## src/rtl/vga_pixel_fetch.sv

```systemverilog
// Pixel fetch for a 320x240 RGB332 framebuffer shown 2x2-doubled on a 640x480 scan.
// Optional build macro VGA_PIXEL_FETCH_BORDER_EN forces the outermost visible ring to white.
module vga_pixel_fetch #(
    parameter int H_ACTIVE   = 640,
    parameter int V_ACTIVE   = 480,
    parameter int H_TOTAL    = 800,
    parameter int FB_WIDTH   = 320,
    parameter int ADDR_WIDTH = 17
) (
    input  logic                  clock_25mhz,
    input  logic                  reset,
    input  logic [9:0]            x,
    input  logic [9:0]            y,
    input  logic                  hsync_in,
    input  logic                  vsync_in,
    input  logic                  in_active_area,
    output logic [ADDR_WIDTH-1:0] fb_addr,
    output logic                  fb_rd_en,
    input  logic [7:0]            fb_data,
    output logic [3:0]            red,
    output logic [3:0]            green,
    output logic [3:0]            blue,
    output logic                  hsync,
    output logic                  vsync,
    output logic                  frame_start
);

    localparam logic [9:0] X_LAST  = 10'(H_TOTAL - 1);
    localparam logic [9:0] Y_LAST  = 10'(V_ACTIVE - 1);
    localparam logic [9:0] X_RIGHT = 10'(H_ACTIVE - 1);

    function automatic logic [3:0] expand3(input logic [2:0] v);
        return {v, v[2]};
    endfunction

    function automatic logic [3:0] expand2(input logic [1:0] v);
        return {v, v};
    endfunction

    logic [ADDR_WIDTH-1:0] row_base;
    logic                  primed;
    logic                  act_p0, act_p1;
    logic                  hs_p0, hs_p1, vs_p0, vs_p1;
    logic                  fs_p0, fs_p1;
`ifdef VGA_PIXEL_FETCH_BORDER_EN
    logic                  bord_p0, bord_p1;
`endif

    // Row base tracks y[9:1]*FB_WIDTH by accumulation; primed stays low until the first
    // end-of-frame reload so a mid-frame reset release cannot show misaddressed rows.
    always_ff @(posedge clock_25mhz or posedge reset) begin
        if (reset) begin
            row_base <= '0;
            primed   <= 1'b0;
        end else if (x == X_LAST) begin
            if (y == Y_LAST) begin
                row_base <= '0;
                primed   <= 1'b1;
            end else if (y[0] && (y < Y_LAST)) begin
                row_base <= row_base + ADDR_WIDTH'(FB_WIDTH);
            end
        end
    end

    // Stage A: address generation and flag capture
    always_ff @(posedge clock_25mhz or posedge reset) begin
        if (reset) begin
            fb_addr  <= '0;
            fb_rd_en <= 1'b0;
            act_p0   <= 1'b0;
            hs_p0    <= 1'b1;
            vs_p0    <= 1'b1;
            fs_p0    <= 1'b0;
        end else begin
            if (in_active_area)
                fb_addr <= row_base + ADDR_WIDTH'(x[9:1]);
            fb_rd_en <= in_active_area;
            act_p0   <= in_active_area & primed;
            hs_p0    <= hsync_in;
            vs_p0    <= vsync_in;
            fs_p0    <= (x == 10'd0) && (y == 10'd0);
        end
    end

    // Stage B: RAM access in flight, flags only
    always_ff @(posedge clock_25mhz or posedge reset) begin
        if (reset) begin
            act_p1 <= 1'b0;
            hs_p1  <= 1'b1;
            vs_p1  <= 1'b1;
            fs_p1  <= 1'b0;
        end else begin
            act_p1 <= act_p0;
            hs_p1  <= hs_p0;
            vs_p1  <= vs_p0;
            fs_p1  <= fs_p0;
        end
    end

`ifdef VGA_PIXEL_FETCH_BORDER_EN
    always_ff @(posedge clock_25mhz or posedge reset) begin
        if (reset) begin
            bord_p0 <= 1'b0;
            bord_p1 <= 1'b0;
        end else begin
            bord_p0 <= (x == 10'd0) || (x == X_RIGHT) || (y == 10'd0) || (y == Y_LAST);
            bord_p1 <= bord_p0;
        end
    end
`else
    logic unused_right;
    assign unused_right = (x == X_RIGHT);
`endif

    // Stage C: colour expansion and aligned syncs
    always_ff @(posedge clock_25mhz or posedge reset) begin
        if (reset) begin
            red         <= '0;
            green       <= '0;
            blue        <= '0;
            hsync       <= 1'b1;
            vsync       <= 1'b1;
            frame_start <= 1'b0;
        end else begin
            hsync       <= hs_p1;
            vsync       <= vs_p1;
            frame_start <= fs_p1;
            if (!act_p1) begin
                red   <= '0;
                green <= '0;
                blue  <= '0;
`ifdef VGA_PIXEL_FETCH_BORDER_EN
            end else if (bord_p1) begin
                red   <= 4'hF;
                green <= 4'hF;
                blue  <= 4'hF;
`endif
            end else begin
                red   <= expand3(fb_data[7:5]);
                green <= expand3(fb_data[4:2]);
                blue  <= expand2(fb_data[1:0]);
            end
        end
    end

endmodule

```

## config.mk

```make
export PLATFORM = sky130hd
export DESIGN_NAME = vga_pixel_fetch
export DESIGN_NICKNAME = d
export VERILOG_FILES = /design/src/rtl/vga_pixel_fetch.sv
export SDC_FILE = /design/constraint.sdc
export NUM_CORES = 1
export LEC_CHECK = 0
export BUFFER_PORTS_ARGS = -buffer_cell sky130_fd_sc_hd__buf_2
export CAP_MARGIN = 20
export CORE_UTILIZATION = 40
export DETAILED_ROUTE_END_ITERATION = 10
export SLEW_MARGIN = 20
export SYNTH_ARGS = -nofsm -noshare
export SYNTH_HDL_FRONTEND = slang
export SYNTH_SLANG_ARGS = --single-unit
```

## constraint.sdc

```tcl
create_clock -name clock_25mhz -period 2.05 [get_ports clock_25mhz]
set_input_delay 0.205 -clock clock_25mhz [delete_from_list [all_inputs] [get_ports clock_25mhz]]
set_output_delay 0.205 -clock clock_25mhz [all_outputs]
set_load 0.05 [all_outputs]
```

==> results.py <==
metrics = {
    "outcome": {
        "status": "completed",
    },
    "route": {
        "drt-pass1-iter-count": 4,
        "wl_per_cell_um": 13.6,
        "vias": 1647,
        "first_iter_violations": 88,
        "routed_via_density": 5.05,
        "antenna_left": 0,
        "wl_mm": 4.44,
        "drc": 0,
    },
    "setup_path": {
        "crit_family": "simple AND/OR/NAND/NOR gates",
        "max_stage_delay_ns": 0.44,
        "critPathKind": "reg2reg",
        "critPathMaxFanout": 6,
        "crit_path_end_kind": "register",
        "timing.critical_path.cells": "ha_1 -> o21ai_2 -> or2_0 -> or3_1 -> a31oi_1",
        "critPathBufInv": 0,
        "r2r_setup_slack_ns": 0.25,
        "arrival_ns": 2.03,
        "critPathRequiredTime_ns": 2.28,
        "critPathLaunchType": "register",
        "cp_slowest_cell": "dfrtp_1",
    },
    "clock_tree": {
        "clock_sinks": 49,
        "clk_latency_ns": 0.30,
        "post-cts-setup-buffers": 0,
        "clockBufferDepth": 2,
        "ctsHoldBuffers": 3,
        "cts_resized": 0,
        "clock-root-buffer": "clkbuf_8",
        "cts_max_level": 2,
        "clk_pin_slew_ns": 0.09,
        "tritoncts": "done",
        "cts_buffers": 5,
    },
    "logic_synthesis": {
        "ys_async_sr_fraction_pct": 100,
        "synth_edf_count": 0,
        "synth_most_common_cell": "dfrtp_1",
        "synth_common_cells": "dfrtp_1 (43), a21oi_1 (15), and2_1 (9), nor2_1 (9)",
        "yosysWarnings": 0,
        "avgSynthCellArea_sq_um": 11.7,
        "ys.flop_type": "dfrtp_1",
        "yosysSeqAreaShare_pct": 55.9,
        "netlist_area_sq_um": 2210,
        "synth_nets": 225,
        "yosysTopAreaCell": "dfrtp_1",
        "yosysUniqueCellTypes": 46,
        "syn-instance-count": 188,
        "yosys.area.top_type_share_pct": 48.8,
        "ys_ff_latch": 49,
        "netlist_top_cells_area": "dfrtp_1 (49%), dfstp_2 (7.1%), mux2_2 (4.1%)",
    },
    "power_and_ir_drop": {
        "p_total_mw": 1.98,
        "power_density_nw_per_um2": 724,
        "p_sw_uw": 526,
        "ir_drop_v": 0.000304,
        "power_frac_comb_pct": 13.6,
        "swShare_pct": 26.6,
        "p_leak_nw": 1.31,
        "p_clk_share_pct": 34.7,
        "power_frac_seq_pct": 51.7,
        "intPower_mw": 1.45,
    },
    "placement": {
        "dp_hpwl_mm": 3.31,
        "gp_congestion": 0.830,
        "port_buffers": 65,
    },
    "finish": {
        "antennaDiodeCount": 0,
        "area_delta_synth_final_pct": 23.6,
        "regArea_sq_um": 1230,
        "fillCellCount": 477,
        "nets": 292,
        "multi_input_area_sq_um": 898,
        "layout-drive-gt1-share_pct": 39.1,
    },
    "sta": {
        "rsz0062_at_grt": "false",
        "finalSetupTns_ns": 0,
        "fmax_mhz": 555,
        "setup_viol": 0,
        "timing.final.crit_share_pct": 88.0,
        "slew_headroom_pct": 65.3,
        "worstMarginPinSlew_ns": 0.520,
        "min_period_ns": 1.80,
        "hold_violations": 0,
        "fin_worst_skew_ns": 0.00959,
        "drv_slew": 0,
    },
    "global_routing": {
        "grt_overflow": 0,
        "grt_max_degree": 29,
        "grt_usage_pct": 16.7,
        "grt_pass1_vias": 1575,
        "antenna_found_initial": 0,
        "grt_first_pass_wirelength_mm": 7.68,
    },
    "job": {
        "cap_violations": 0,
    },
    "die": {
        "boundaryPins": 66,
        "die_x_um": 76.3,
        "rows": 26,
        "die_h_um": 76.3,
        "core_area_sq_um": 5200,
        "start_util_pct": 42.4,
        "die-area_sq_um": 5820,
    },
    "hold_path": {
        "hold_class": "in2reg",
    },
}
[final timing paths]
path	endpoint	depth (start not counted)	start
min reg2reg	fs_p1$_DFF_PP0_	0	fs_p0$_DFF_PP0_
max in group asynchronous	hsync$_DFF_PP1_	4	reset
max	fb_addr[15]$_DFFE_PP0P_	5	row_base[8]$_DFFE_PP0P_
max reg2reg	fb_addr[15]$_DFFE_PP0P_	5	row_base[8]$_DFFE_PP0P_
min in group asynchronous	fb_addr[15]$_DFFE_PP0P_	3	reset
min	blue[1]$_DFF_PP0_	2	fb_data[1]
[power groups by stage]
stage | sequential, mW | clock, mW | combinational, mW
4_1_cts | 1.02 | 0.707 | 0.272
3_3_place_gp | 1.04 | 0 | 0.269
3_5_place_dp | 1.04 | 0 | 0.267
6_report | 1.02 | 0.687 | 0.268
2_1_floorplan | 1.15 | 0 | 0.0680
5_1_grt | 1.03 | 0.746 | 0.289
[state kept, by name, summed over array words and instances (netlist names), 2 cells and up]
| register | count |
|---|---|
| blue | 2 |
| fb_addr | 17 |
| red | 3 |
| green | 3 |
| row_base | 11 |
[final cells by class]
cell class / instances / share of cell area (%)
clock buffer: 6 / 2.66
clock inverter: 2 / 1.42
inverter: 2 / 0.275
multi-input combinational: 126 / 32.9
sequential: 49 / 45.2
tap: 70 / 3.21
timing repair buffer: 71 / 14.3
[routing by layer]
| layer | vias up | part of all wire, % | track usage [%] |
|---|---|---|---|
| met5 | - | 0 | 0 |
| met4 | 0 | 1.8 | 6.92 |
| li1 | 826 | - | - |
| met3 | 8 | 4.4 | 3.83 |
| met1 | 773 | 46 | 22.9 |
| met2 | 40 | 47 | 25.6 |
[placed cells by master, fill, tap and decap left out, types with 5 or more instances in the layout]
master / synthesis / layout
nor2_1: 9 / 9
dfstp_2: 6 / 6
mux2_2: 8 / 8
buf_2: 3 / 65
nand2_1: 6 / 6
nand3_1: 7 / 7
or4_1: 8 / 8
clkbuf_8: 0 / 5
xnor2_1: 5 / 5
and2_1: 9 / 9
o21ai_0: 6 / 6
a21oi_1: 15 / 15
o31ai_1: 7 / 7
dfrtp_1: 43 / 43
[worst register-to-register path, stage by stage (launching register included)]
cell,delay [ns]
dfrtp_1,0.44
ha_1,0.37
o21ai_2,0.10
or2_0,0.31
or3_1,0.33
a31oi_1,0.18
[cell families (layout without fill, tap and decap cells)]
family                     after synthesis  after routing  share of synthesized area, %
muxes                                    9              9                          4.54
and+or+nand+nor                         68             68                          20.4
adders and majority gates                4              4                          2.27
buffers and inverters                   13             81                          3.40
xor gates and xnor gates                 7              7                          2.78
DFF                                     49             49                          55.9
AOI/OAI and AO/OA                       38             38                          10.7
[through the flow]
step / setup slack (ns) / instance area (sq um) / std cells / hold WS [ns] / utilization, %
global route: 0.118 / 2730 / 326 / 0.108 / 52.4
global placement: 0.313 / 2590 / 315 / 0.276 / 49.7
floorplan: 0.287 / 2210 / 188 / 0.209 / -
finish: 0.247 / 2730 / 326 / 0.113 / 52.4
detailed placement: 0.263 / 2590 / 315 / 0.271 / 49.7
CTS: 0.244 / 2730 / 326 / 0.105 / 52.4
No activity file was read; power rests on OpenSTA's default activity.
